[src/rtl/noc_sec_pkg.sv]
`default_nettype none
// ============================================================================
// Module      : noc_sec_pkg
// Description : Shared definitions for the NoC intrusion monitor: intrusion
//               codes, flit type encodings, flit field positions, monitor FSM
//               state encoding and a code-priority helper.
// Revision    : 1.0 - initial release
// ============================================================================
package noc_sec_pkg;

    // Intrusion codes; a numerically larger code has higher priority.
    localparam logic [1:0] INTR_NONE   = 2'b00;
    localparam logic [1:0] INTR_FLOOD  = 2'b01;
    localparam logic [1:0] INTR_UNAUTH = 2'b10;
    localparam logic [1:0] INTR_MALF   = 2'b11;

    // Flit type field encodings
    localparam logic [1:0] FLIT_INV  = 2'b00;
    localparam logic [1:0] FLIT_HEAD = 2'b01;
    localparam logic [1:0] FLIT_BODY = 2'b10;
    localparam logic [1:0] FLIT_TAIL = 2'b11;

    // Flit field bit positions
    localparam int TYPE_HI = 31;
    localparam int TYPE_LO = 30;
    localparam int SRC_HI  = 29;
    localparam int SRC_LO  = 26;
    localparam int DST_HI  = 25;
    localparam int DST_LO  = 22;

    // Reporting FSM states
    typedef enum logic [1:0] {
        ST_IDLE   = 2'd0,
        ST_REPORT = 2'd1,
        ST_CLEAR  = 2'd2
    } mon_state_t;

    // Higher-priority of two intrusion codes
    function automatic logic [1:0] intr_max(input logic [1:0] a, input logic [1:0] b);
        return (a > b) ? a : b;
    endfunction

endpackage
`default_nettype wire

[src/rtl/flood_rate_counter.sv]
`default_nettype none
// ============================================================================
// Module      : flood_rate_counter
// Description : Counts head flits in a free-running observation window and
//               flags the first head that exceeds FLOOD_MAX in that window.
// Ports       : clk     - clock
//               rst     - asynchronous active-low reset
//               i_head  - strobe: a head flit was observed this cycle
//               o_flood - single-cycle pulse, aligned with the offending head
// Revision    : 1.0 - initial release
// ============================================================================
module flood_rate_counter #(
    parameter int WINDOW    = 64,
    parameter int FLOOD_MAX = 16
) (
    input  logic clk,
    input  logic rst,
    input  logic i_head,
    output logic o_flood
);

    localparam int c_win_w = (WINDOW > 2) ? $clog2(WINDOW) : 1;
    localparam int c_cnt_w = $clog2(FLOOD_MAX + 2);

    localparam logic [c_win_w-1:0] c_win_last  = c_win_w'(WINDOW - 1);
    localparam logic [c_cnt_w-1:0] c_flood_max = c_cnt_w'(FLOOD_MAX);
    localparam logic [c_cnt_w-1:0] c_cnt_sat   = c_cnt_w'(FLOOD_MAX + 1);

    logic [c_win_w-1:0] r_win;
    logic [c_cnt_w-1:0] r_heads;
    logic               r_fired;
    logic               w_wrap;

    assign w_wrap = (r_win == c_win_last);

    // A head in the wrap cycle belongs to the next window as its first head,
    // so it can never be the offending one (FLOOD_MAX >= 1).
    assign o_flood = i_head && !w_wrap && !r_fired && (r_heads == c_flood_max);

    always_ff @(posedge clk or negedge rst) begin
        if (!rst) begin
            r_win   <= '0;
            r_heads <= '0;
            r_fired <= 1'b0;
        end else begin
            r_win <= w_wrap ? '0 : r_win + 1'b1;
            if (w_wrap) begin
                r_heads <= i_head ? c_cnt_w'(1) : '0;
                r_fired <= 1'b0;
            end else begin
                // Saturate once past the limit; only the first excess matters.
                if (i_head && (r_heads != c_cnt_sat)) begin
                    r_heads <= r_heads + 1'b1;
                end
                if (o_flood) begin
                    r_fired <= 1'b1;
                end
            end
        end
    end

endmodule
`default_nettype wire

[src/rtl/intrusion_monitor.sv]
`default_nettype none
// ============================================================================
// Module      : intrusion_monitor
// Description : Per-router intrusion detector. Snoops the local injection
//               port for flooding, unauthorized-destination and malformed
//               packets, and reports the highest-priority code to the secure
//               core, holding it until acknowledged.
// Ports       : clk        - clock
//               rst        - asynchronous active-low reset
//               flit_in    - snooped flit ([31:30] type, [29:26] src, [25:22] dst)
//               flit_valid - injection-port valid
//               flit_ready - injection-port ready
//               sc_ack     - acknowledge from the secure core
//               intrusion  - registered intrusion code
//               pending    - a further event is queued behind the current one
//               event_cnt  - saturating count of detected events
// Revision    : 1.0 - initial release
// ============================================================================
module intrusion_monitor
    import noc_sec_pkg::*;
#(
    parameter int          NODE_ID    = 0,
    parameter int          FLIT_W     = 32,
    parameter int          WINDOW     = 64,
    parameter int          FLOOD_MAX  = 16,
    parameter logic [15:0] PROT_MASK  = 16'h8000,
    parameter logic [15:0] ALLOW_MASK = 16'h0001
) (
    input  logic              clk,
    input  logic              rst,
    input  logic [FLIT_W-1:0] flit_in,
    input  logic              flit_valid,
    input  logic              flit_ready,
    input  logic              sc_ack,
    output logic [1:0]        intrusion,
    output logic              pending,
    output logic [7:0]        event_cnt
);

    localparam logic [3:0] c_node = 4'(NODE_ID);

    logic       w_obs;
    logic [1:0] w_type;
    logic [3:0] w_src;
    logic [3:0] w_dst;
    logic       w_head;
    logic       w_tail;
    logic       w_malf;
    logic       w_unauth;
    logic       w_flood;
    logic       w_event;
    logic [1:0] w_code;
    logic [1:0] w_pend_merged;
    logic       w_unused_bits;

    logic       r_pkt_open;
    logic [1:0] r_pend_code;
    mon_state_t r_state;

    // Payload bits beyond the decoded header fields are not inspected.
    assign w_unused_bits = ^flit_in;

    assign w_obs  = flit_valid && flit_ready;
    assign w_type = flit_in[TYPE_HI:TYPE_LO];
    assign w_src  = flit_in[SRC_HI:SRC_LO];
    assign w_dst  = flit_in[DST_HI:DST_LO];
    assign w_head = w_obs && (w_type == FLIT_HEAD);
    assign w_tail = w_obs && (w_type == FLIT_TAIL);

    assign w_malf = w_obs && (
                        (((w_type == FLIT_BODY) || (w_type == FLIT_TAIL)) && !r_pkt_open) ||
                        ((w_type == FLIT_HEAD) && r_pkt_open) ||
                        (w_type == FLIT_INV) ||
                        ((w_type == FLIT_HEAD) && (w_src != c_node)));

    assign w_unauth = w_head && PROT_MASK[w_dst] && !ALLOW_MASK[w_src];

    flood_rate_counter #(
        .WINDOW    (WINDOW),
        .FLOOD_MAX (FLOOD_MAX)
    ) u_flood (
        .clk     (clk),
        .rst     (rst),
        .i_head  (w_head),
        .o_flood (w_flood)
    );

    // Simultaneous detections collapse into one event carrying the top code.
    assign w_event = w_malf || w_unauth || w_flood;
    assign w_code  = w_malf   ? INTR_MALF   :
                     w_unauth ? INTR_UNAUTH :
                     w_flood  ? INTR_FLOOD  : INTR_NONE;

    assign w_pend_merged = intr_max(r_pend_code, w_code);

    // Any head opens a packet, even a malformed one; only a tail closes it.
    always_ff @(posedge clk or negedge rst) begin
        if (!rst) begin
            r_pkt_open <= 1'b0;
        end else if (w_head) begin
            r_pkt_open <= 1'b1;
        end else if (w_tail) begin
            r_pkt_open <= 1'b0;
        end
    end

    always_ff @(posedge clk or negedge rst) begin
        if (!rst) begin
            event_cnt <= 8'd0;
        end else if (w_event && (event_cnt != 8'hFF)) begin
            event_cnt <= event_cnt + 8'd1;
        end
    end

    always_ff @(posedge clk or negedge rst) begin
        if (!rst) begin
            r_state     <= ST_IDLE;
            intrusion   <= INTR_NONE;
            pending     <= 1'b0;
            r_pend_code <= INTR_NONE;
        end else begin
            case (r_state)
                ST_IDLE: begin
                    if (w_event) begin
                        r_state   <= ST_REPORT;
                        intrusion <= w_code;
                    end
                end
                ST_REPORT: begin
                    if (w_event) begin
                        r_pend_code <= w_pend_merged;
                        pending     <= 1'b1;
                    end
                    if (sc_ack) begin
                        r_state   <= ST_CLEAR;
                        intrusion <= INTR_NONE;
                    end
                end
                ST_CLEAR: begin
                    // Code stays 00 here for at least one cycle, giving the
                    // secure core a clean edge before any queued report.
                    if (!sc_ack) begin
                        if (pending || w_event) begin
                            r_state     <= ST_REPORT;
                            intrusion   <= w_pend_merged;
                            pending     <= 1'b0;
                            r_pend_code <= INTR_NONE;
                        end else begin
                            r_state <= ST_IDLE;
                        end
                    end else if (w_event) begin
                        r_pend_code <= w_pend_merged;
                        pending     <= 1'b1;
                    end
                end
                default: begin
                    r_state   <= ST_IDLE;
                    intrusion <= INTR_NONE;
                end
            endcase
        end
    end

endmodule
`default_nettype wire

[config.mk]
export PLATFORM = sky130hd
export DESIGN_NAME = intrusion_monitor
export DESIGN_NICKNAME = d
export VERILOG_FILES = /design/src/rtl/noc_sec_pkg.sv /design/src/rtl/flood_rate_counter.sv /design/src/rtl/intrusion_monitor.sv
export SDC_FILE = /design/constraint.sdc
export NUM_CORES = 1
export LEC_CHECK = 0
export ABC_AREA = 1
export CAP_MARGIN = 15
export CORE_MARGIN = 1
export CORE_UTILIZATION = 40
export DETAILED_ROUTE_END_ITERATION = 7
export GPL_ROUTABILITY_DRIVEN = 1
export HOLD_SLACK_MARGIN = 0.15
export PLACE_DENSITY_LB_ADDON = 0.25
export SETUP_SLACK_MARGIN = 0.4
export SLEW_MARGIN = 10
export SYNTH_ARGS = -nofsm -noshare
export SYNTH_HDL_FRONTEND = slang
export SYNTH_HIERARCHICAL = 1
export SYNTH_SLANG_ARGS = --single-unit
[constraint.sdc]
create_clock -name clk -period 6.8 [get_ports clk]
set_input_delay 0.68 -clock clk [delete_from_list [all_inputs] [get_ports clk]]
set_output_delay 0.68 -clock clk [all_outputs]
set_load 0.02 [all_outputs]
==> results.py, run 1 <==
metrics = {
    "outcome": {
        "status": "complete, no violations",
    },
    "timing": {
        "min_period_over_period_pct": 42.5,
        "clock_skew_ns": 0.00228,
        "period_minus_slack_ns": 2.89,
        "slew_headroom_pct": 72.4,
        "worst_pin_slew_ns": 0.412,
        "maxSlewViolCount": 0,
        "rsz0062_at_grt": "no",
        "fin_setup_tns_ns": 0,
        "finalSetupViolCount": 0,
        "max_freq_ghz": 0.346,
        "hold_viol_final": 0,
    },
    "job": {
        "maxCapViolCount": 0,
    },
    "global_route": {
        "grt_pass1_wl_um": 5080,
        "grtUsageTotal_pct": 15.1,
        "grt_use_met1_pct": 19.3,
        "grt_max_degree": 29,
        "antenna_found_initial": 0,
        "grt_pass1_vias": 1220,
        "grt_overflow": 0,
        "use_met2_pct": 24.1,
        "grt.busiest_layer": "met2",
        "grtUsageMet3_pct": 2.59,
    },
    "floorplan": {
        "die_h_um": 66.4,
        "die_w_um": 66.4,
        "fp.dieArea_um2": 4400,
        "io_pins": 48,
        "core_area_um2": 4000,
        "start_util_pct": 41.4,
        "placementRows": 23,
    },
    "worst_setup_path": {
        "timing.rr.end": "intrusion[0]",
        "crit_family": "simple AND/OR/NAND/NOR gates",
        "rr_startpoint": "u_flood/r_win[0]",
        "cp-end-kind": "flip-flop",
        "path_buf_inv": 4,
        "rrSetupSlack_ns": 4.17,
        "cp_common_cell": "nand2_1",
        "cp-start-kind": "input port",
        "cp-startpoint": "flit_valid",
        "reg2reg_depth": 16,
        "path_max_fanout": 9,
        "worstPathArrival_ns": 3.07,
        "path_cells": "clkdlybuf4s50_1 > nand2_1 > nor2_1 > inv_1 > nor2_1 > nand3_1 > inv_1 > inv_1 > nand2_8 > ha_1 > nand2_1 > o21ai_0 > or2_2 > nand3_1 > nand2_1 > nand2_1 > nand2_1",
        "cp_slowest_cell": "clkdlybuf4s50_1",
        "required_ns": 6.98,
        "max_stage_delay_ns": 0.48,
        "worstSetupPathType": "input port to flip-flop",
    },
    "pwr": {
        "vdd_drop_max_v": 0.000210,
        "powerDensity_nw_per_um2": 305,
        "leakagePower_uw": 0.00103,
    },
    "cts": {
        "cts_tree": "built",
        "htree_levels": 1,
        "cts_resized": 0,
        "cts.path.max_buffers": 2,
        "cts_sinks": 28,
        "clkLatencyLatePin_ns": 0.28,
        "numCtsBuffers": 3,
        "clockRootBuffer": "clkbuf_8",
        "cts_setup_buffers": 0,
        "holdBufCountCts": 0,
        "clkTransAtPathRegs_ns": 0.09,
    },
    "final_layout": {
        "nNetsFinal": 286,
        "final_common_cell": "nand2_1",
        "area_growth_pct": 20.5,
        "final_util_pct": 49.9,
        "antenna_cells": 0,
        "layout_common_cells": "57 x nand2_1, 33 x inv_1, 29 x nand3_1",
        "drive_gt1_share_pct": 8.33,
    },
    "drt": {
        "first_iter_violations": 59,
        "first_pass_iters": 4,
        "viasPerCell": 4.68,
        "wl_um": 2980,
        "drc": 0,
        "drt.antenna.violating_nets": 0,
        "wire_per_inst_um": 10.3,
        "vias": 1356,
    },
    "logic_synthesis": {
        "yosysSeqAreaShare_pct": 42.3,
        "synth.area.top_cells": "dfrtp_1 42%, nand2_1 13%, nand3_1 8.8%",
        "syn_area_per_cell_um2": 7.71,
        "ys_seq_elements": 28,
        "yosysWarnings": 6,
        "syn_area_um2": 1660,
        "synth_cells": 215,
        "netlist.area_leader.share_pct": 42.3,
        "synth_top_area_cell": "dfrtp_1",
        "synthDistinctLibCells": 22,
        "syn-num-nets": 260,
    },
    "place": {
        "dp_hpwl_um": 2200,
        "portBuffers": 21,
        "place_congestion": 0.793,
    },
    "min_path": {
        "whs_path_depth": 2,
        "whs_endpoint": "intrusion[0]",
        "hp-start": "intrusion[0]",
        "min-delay-path-class": "flip-flop to flip-flop",
    },
}
==> synthesized netlist by cell type <==
master	instances
nand2_1	57
inv_1	33
nand3_1	29
dfrtp_1	28
nor2_1	22
ha_1	8
o21ai_0	7
xor2_1	6
a21oi_1	3
nand4_1	3
xnor2_1	3
inv_2	2
nand2_2	2
nand2_4	2
nand3_2	2
nor2_2	2
a21oi_2	1
buf_6	1
nand2_8	1
nor2_4	1
nor3_2	1
or2_2	1
==> power by group <==
group          switching [uW]  internal [uW]
Sequential               37.9            204
Clock                    53.7           78.9
Combinational             132            102
==> flip-flops by register name, summed over array words and instances (netlist names) <==
| signal | count |
|---|---|
| u_flood/r_heads | 5 |
| event_cnt | 8 |
| r_state | 2 |
| u_flood/r_win | 6 |
| u_flood/r_fired | 1 |
| r_pkt_open | 1 |
| r_pend_code | 2 |
| pending | 1 |
| intrusion | 2 |
==> worst min-delay path, stage by stage (launching register included) <==
cell,delay (ns)
dfrtp_1,0.36
nand2_1,0.05
nand2_1,0.05
==> logic make-up (layout without fill, tap and decap cells) <==
| kind of cell | after synthesis | after routing | share of synthesized area [%] |
|---|---|---|---|
| simple gates | 123 | 123 | 34.7 |
| buf+inv | 36 | 61 | 8.61 |
| flops | 28 | 28 | 42.3 |
| fa+ha+maj | 8 | 8 | 6.04 |
| compound gates | 11 | 11 | 3.55 |
| xor+xnor | 9 | 9 | 4.76 |
==> layer usage <==
layer | up-vias | share of wire (%)
met5 | - | 0
met4 | 0 | 2.1
met3 | 5 | 4.8
met2 | 24 | 42
met1 | 608 | 51
li1 | 719 | -
==> metrics by stage <==
| step | hold WS [ns] | power [uW] | worst slack, ns | std cells | area (um^2) |
|---|---|---|---|---|---|
| 4_1_cts | 0.496 | 617 | 3.91 | 290 | 2000 |
| 2_1_floorplan | 0.384 | 399 | 4.37 | 215 | 1660 |
| 3_5_place_dp | 0.470 | 480 | 3.61 | 286 | 1930 |
| 6_report | 0.487 | 608 | 3.91 | 290 | 2000 |
| 5_1_grt | 0.512 | 660 | 3.73 | 290 | 2000 |
| 3_3_place_gp | 0.465 | 477 | 3.64 | 286 | 1930 |
==> how the worst max path moves through the flow <==
stage / endpoint / slack (ns) / cells past startpoint
after global placement: intrusion[0] / 3.64 / 17
after global routing: intrusion[0] / 3.73 / 17
after CTS: intrusion[0] / 3.91 / 17
after floorplan: intrusion[0] / 4.37 / 17
final: intrusion[0] / 3.91 / 17
after detailed placement: intrusion[0] / 3.61 / 17
==> cell type report <==
cell class / count / area, um^2
Tap cell: 50 / 62.6
Multi-Input combinational cell: 151 / 813
Inverter: 35 / 131
Timing Repair Buffer: 22 / 218
Clock buffer: 3 / 41.3
Clock inverter: 1 / 30.0
Sequential cell: 28 / 701
Fill cell: 415 / 2000
Power figures use the tool's default switching activity.
==> inputs of run 2 (changes only) <==
- clock period: 6.8 -> 2.4 ns (I/O delays scaled with it)
==> run 2 against run 1 <==
- die area unchanged
- clock power increased to 2.8 times the previous value
- design area increased by 12%
- via count increased by 4.7%
- non-clock buffer count increased by 20
- critical path depth decreased by 1
- routed wire length increased by 9.6%
- combinational power increased to 3.5 times the previous value
- count of clock-buffer cells in the layout unchanged
- highest routed layer unchanged
==> results.py, run 2 (synthesized netlist as in run 1, its figures left out) <==
metrics = {
    "outcome": {
        "status": "complete, no violations",
    },
    "timing": {
        "min_period_over_period_pct": 79.6,
        "finalSetupViolCount": 0,
        "worst_pin_slew_ns": 0.471,
        "period_minus_slack_ns": 1.91,
        "rsz0062_at_grt": "yes",
        "maxSlewViolCount": 0,
        "max_freq_ghz": 0.523,
        "fin_setup_tns_ns": 0,
        "clock_skew_ns": 0.00143,
        "hold_viol_final": 0,
        "slew_headroom_pct": 68.5,
    },
    "drt": {
        "first_iter_violations": 46,
        "vias": 1420,
        "first_pass_iters": 4,
        "wl_um": 3260,
        "wire_per_inst_um": 10.5,
        "drt.antenna.violating_nets": 0,
        "drc": 0,
        "viasPerCell": 4.58,
    },
    "final_layout": {
        "final_common_cell": "nand2_1",
        "nNetsFinal": 306,
        "drive_gt1_share_pct": 23.8,
        "antenna_cells": 0,
        "largest_register_ffs": 8,
        "regMostFlops": "event_cnt",
        "layout_common_cells": "51 x nand2_1, 29 x inv_1, 27 x nand3_1",
        "area_growth_pct": 34.7,
        "largestRegisters": "event_cnt: 8 flops, u_flood/r_win: 6 flops, u_flood/r_heads: 5 flops",
    },
    "pwr": {
        "leakagePower_uw": 0.00115,
        "pwr-share-comb_pct": 43.6,
        "powerDensity_nw_per_um2": 833,
        "power.total_uw": 1860,
        "vdd_drop_max_v": 0.000516,
        "p_sw_share_pct": 36.7,
        "switching_power_uw": 683,
        "pwr-share-seq_pct": 36.3,
        "pwr-share-clk_pct": 20.1,
        "p_int_uw": 1180,
    },
    "floorplan": {
        "die_w_um": 66.4,
        "fp.dieArea_um2": 4400,
        "start_util_pct": 41.4,
        "io_pins": 48,
        "core_area_um2": 4000,
        "die_h_um": 66.4,
        "placementRows": 23,
    },
    "cts": {
        "numCtsBuffers": 3,
        "cts_sinks": 28,
        "clkLatencyLatePin_ns": 0.27,
        "clockRootBuffer": "clkbuf_8",
        "cts_tree": "built",
        "holdBufCountCts": 0,
        "cts.path.max_buffers": 2,
        "htree_levels": 1,
        "clkTransAtPathRegs_ns": 0.10,
    },
    "global_route": {
        "antenna_found_initial": 0,
        "grt_max_degree": 29,
        "grt_overflow": 0,
        "grt_pass1_wl_um": 5350,
        "grtUsageTotal_pct": 15.4,
        "grt_pass1_vias": 1293,
    },
    "worst_setup_path": {
        "worstSetupPathType": "flip-flop to flip-flop",
        "required_ns": 2.58,
        "worstPathArrival_ns": 2.09,
        "path_max_fanout": 3,
        "cp-end-kind": "flip-flop",
        "cp-start-kind": "flip-flop",
    },
    "place": {
        "dp_hpwl_um": 2210,
        "portBuffers": 21,
        "place_congestion": 0.791,
    },
    "min_path": {
        "min-delay-path-class": "input port to flip-flop",
    },
    "job": {
        "maxCapViolCount": 0,
    },
}
==> run 2: changes by cell type in the layout (fill, tap and decap cells not counted), sizes merged <==
cell           delta
buf              +20
clkdlybuf4s50     -3
dlymetal6s2s      +2
clkinv            +1
dlygate4sd2       +1
inv               -1
==> run 2: area by class of cell <==
cell class | instances | area, um^2
clock buffer | 3 | 41.3
timing repair buffer | 42 | 372
inverter | 35 | 136
tap | 50 | 62.6
clock inverter | 1 | 30.0
multi-input combinational | 151 | 887
fill | 362 | 1770
sequential | 28 | 703
==> run 2: critical path: stages (launching register included) <==
cell,delay (ns)
dfrtp_2,0.42
inv_2,0.08
ha_4,0.12
nand2_1,0.06
nor2_2,0.13
nand3_2,0.08
inv_2,0.08
clkinv_4,0.06
nand2_8,0.05
ha_4,0.19
nand2_2,0.05
o21ai_2,0.06
or2_4,0.22
nand3_2,0.06
nand2_2,0.06
nand2_2,0.05
nand2_1,0.04
==> run 2: per-layer routing <==
metal | global-route usage, % | part of all wire, % | vias up
met5 | 0 | 0 | -
li1 | - | - | 754
met1 | 20.4 | 49 | 638
met3 | 2.24 | 3.9 | 4
met2 | 25.8 | 46 | 24
met4 | 4.79 | 1.0 | 0
==> run 2: stage by stage <==
stage	area [um^2]	hold WS [ns]	setup WS [ns]	utilization, %	instances
2_1_floorplan	1690	-0.0556	0.408	-	215
3_3_place_gp	1990	0.463	0.0886	49.7	290
3_5_place_dp	1990	0.467	0.0842	49.7	290
4_1_cts	2110	0.363	0.402	52.6	300
5_1_grt	2230	0.335	0.348	55.8	310
6_report	2230	0.326	0.490	55.8	310
==> run 2: timing repair <==
item | 4_1_cts | 5_1_grt
setup endpoints to repair | 1 | 1
pin swaps | 2 | 9
buffers inserted | 6 | 10
hold endpoints to repair | 0 | 0
resized for setup | 3 | 18
gates cloned | 0 | 0
==> run 2: worst paths after layout <==
check | from | slack, ns | cells after the start | end
max in group asynchronous | rst | 1.77 | 2 | u_flood/r_heads[0]
worst max-delay path | u_flood/r_heads[0] | 0.49 | 16 | intrusion[0]
min in group asynchronous | rst | 0.35 | 2 | u_flood/r_heads[4]
worst max register to register | u_flood/r_heads[0] | 0.49 | 16 | intrusion[0]
worst min-delay path | flit_valid | 0.33 | 3 | r_pkt_open
worst min register to register | intrusion[0] | 0.48 | 2 | intrusion[0]
==> run 2: power by group through the flow <==
stage	clock (uW)	sequential, uW	combinational [uW]
final	374	675	810
after global routing	400	692	909
after CTS	380	677	734
after detailed placement	0	694	700
after global placement	0	692	695
after floorplan	0	741	419
==> inputs of run 3 (changes only) <==
- clock period: 2.4 -> 1.7 ns (I/O delays scaled with it)
==> run 3 against run 2 <==
- the run now ends with setup timing left
- non-clock buffer count is 16 higher
- clock skew up 0.0023 ns
- core utilization grew 4.8 points
- design area increased by 8.6%
- critical path depth is the same
- via count rose by 8.7%
- sequential share of layout area is 2.5 points lower
- sequential power grew 41%
- total power up 38%
- worst setup slack got worse by 0.69 ns
- largest cell class unchanged
==> results.py, run 3 (synthesized netlist as in run 1, its figures left out) <==
metrics = {
    "outcome": {
        "status": "finished with violations",
        "failed_checks": "setup timing",
    },
    "global_route": {
        "grt_pass1_wl_um": 5870,
        "grtUsageTotal_pct": 17.5,
        "grt_pass1_vias": 1407,
        "grt_overflow": 0,
        "grt_max_degree": 29,
        "antenna_found_initial": 0,
    },
    "cts": {
        "cts_sinks": 28,
        "cts.path.max_buffers": 2,
        "htree_levels": 1,
        "clockRootBuffer": "clkbuf_8",
        "cts_tree": "built",
        "clkLatencyLatePin_ns": 0.27,
        "clkTransAtPathRegs_ns": 0.10,
        "numCtsBuffers": 3,
    },
    "place": {
        "place_congestion": 0.749,
        "dp_hpwl_um": 2430,
        "preCtsSetupSlack_ns": -0.451,
        "portBuffers": 21,
    },
    "drt": {
        "wl_met2_um": 1870,
        "wl_um": 3700,
        "vias": 1543,
        "first_iter_violations": 102,
        "wire_per_inst_um": 11.4,
        "met1_length_um": 1680,
        "drt.antenna.violating_nets": 0,
        "wl_met3_um": 122,
        "viasPerCell": 4.73,
        "drc": 0,
        "first_pass_iters": 4,
        "topRoutingLayerUsed": "met4",
    },
    "floorplan": {
        "die_h_um": 66.4,
        "core_area_um2": 4000,
        "die_w_um": 66.4,
        "start_util_pct": 41.4,
        "io_pins": 48,
        "fp.dieArea_um2": 4400,
        "placementRows": 23,
    },
    "timing": {
        "fin_setup_tns_ns": -1.22,
        "fin_ws_ns": -0.205,
        "worst_pin_slew_ns": 0.363,
        "clock_skew_ns": 0.00373,
        "slew_headroom_pct": 75.8,
        "max_freq_ghz": 0.525,
        "finalSetupViolCount": 14,
        "rsz0062_at_grt": "yes",
        "maxSlewViolCount": 0,
        "period_minus_slack_ns": 1.90,
        "hold_viol_final": 0,
        "min_period_over_period_pct": 112,
    },
    "final_layout": {
        "nFillCells": 371,
        "largest_register_ffs": 8,
        "regMostFlops": "event_cnt",
        "drive_gt1_share_pct": 31.2,
        "layout_common_cells": "49 x nand2_1, 28 x inv_1, 28 x buf_4",
        "area_growth_pct": 46.4,
        "final_util_pct": 60.6,
        "final_common_cell": "nand2_1",
        "nNetsFinal": 322,
        "largestRegisters": "event_cnt: 8 flops, u_flood/r_win: 6 flops, u_flood/r_heads: 5 flops",
        "antenna_cells": 0,
    },
    "min_path": {
        "min-delay-path-class": "input port to asynchronous set/reset pin",
    },
    "worst_setup_path": {
        "worstSetupPathType": "flip-flop to flip-flop",
        "worstPathArrival_ns": 2.08,
        "cp-start-kind": "flip-flop",
        "cp-end-kind": "flip-flop",
        "path_max_fanout": 3,
        "required_ns": 1.88,
    },
    "pwr": {
        "vdd_drop_max_v": 0.000871,
        "leakagePower_uw": 0.00128,
        "powerDensity_nw_per_um2": 1060,
    },
    "job": {
        "maxCapViolCount": 0,
    },
}
[run 3: metal layers]
| metal | up-vias | track usage [%] |
|---|---|---|
| met3 | 2 | 2.24 |
| li1 | 798 | - |
| met1 | 717 | 22.8 |
| met4 | 0 | 6.38 |
| met2 | 26 | 29.6 |
| met5 | - | 0 |
[run 3: area by class of cell]
cell class	instances	area, um^2	share of cell area [%]
multi-input cells	151	966	39.8
inverters	35	136	5.62
well taps	50	62.6	2.58
clock buffers	4	45.0	1.86
flip-flops and latches	28	703	29.0
repair buffers	58	512	21.1
[run 3: worst paths after layout]
check / end / from / cells past startpoint / slack (ns)
worst max register to register: intrusion[0] / u_flood/r_heads[1] / 16 / -0.20
worst max-delay path: intrusion[0] / u_flood/r_heads[1] / 16 / -0.20
min in group clk: intrusion[1] / intrusion[1] / 2 / 0.49
max in group asynchronous: event_cnt[1] / rst / 2 / 1.15
worst min register to register: intrusion[1] / intrusion[1] / 2 / 0.49
worst min-delay path: intrusion[0] / rst / 2 / 0.27
[run 3: through the flow]
stage	total power [uW]	cell area (um^2)	hold WS [ns]	std cells
finish	2560	2420	0.267	326
global route	2780	2420	0.279	326
CTS	2460	2240	0.280	317
detailed placement	2090	2130	0.478	308
global placement	2070	2130	0.469	308
floorplan	1670	1700	-0.126	215
[run 3: critical path, stage by stage (launching register included)]
cell and delay [ns]:
dfrtp_1 0.39, inv_1 0.08, ha_1 0.15, nand2_1 0.05, nor2_1 0.12, nand3_2 0.11, inv_2 0.08, inv_4 0.05
nand2_8 0.05, ha_4 0.19, nand2_2 0.05, o21ai_2 0.07, or2_4 0.23, nand3_2 0.05, nand2_1 0.05, nand2_1 0.05
nand2_1 0.04
[run 3: repair_timing]
| item | in CTS | in global routing |
|---|---|---|
| resized for setup | 23 | 28 |
| hold buffers | 0 | 0 |
| setup buffers | 5 | 9 |
| hold endpoints to repair | 0 | 0 |
| pin swaps | 6 | 8 |
| endpoints found under the setup margin | 29 | 21 |
[run 3: report_power, final]
| part | total, uW | switching (uW) | internal [uW] |
|---|---|---|---|
| Sequential | 954 | 134 | 820 |
| Combinational | 1230 | 676 | 550 |
| Clock | 379 | 211 | 168 |
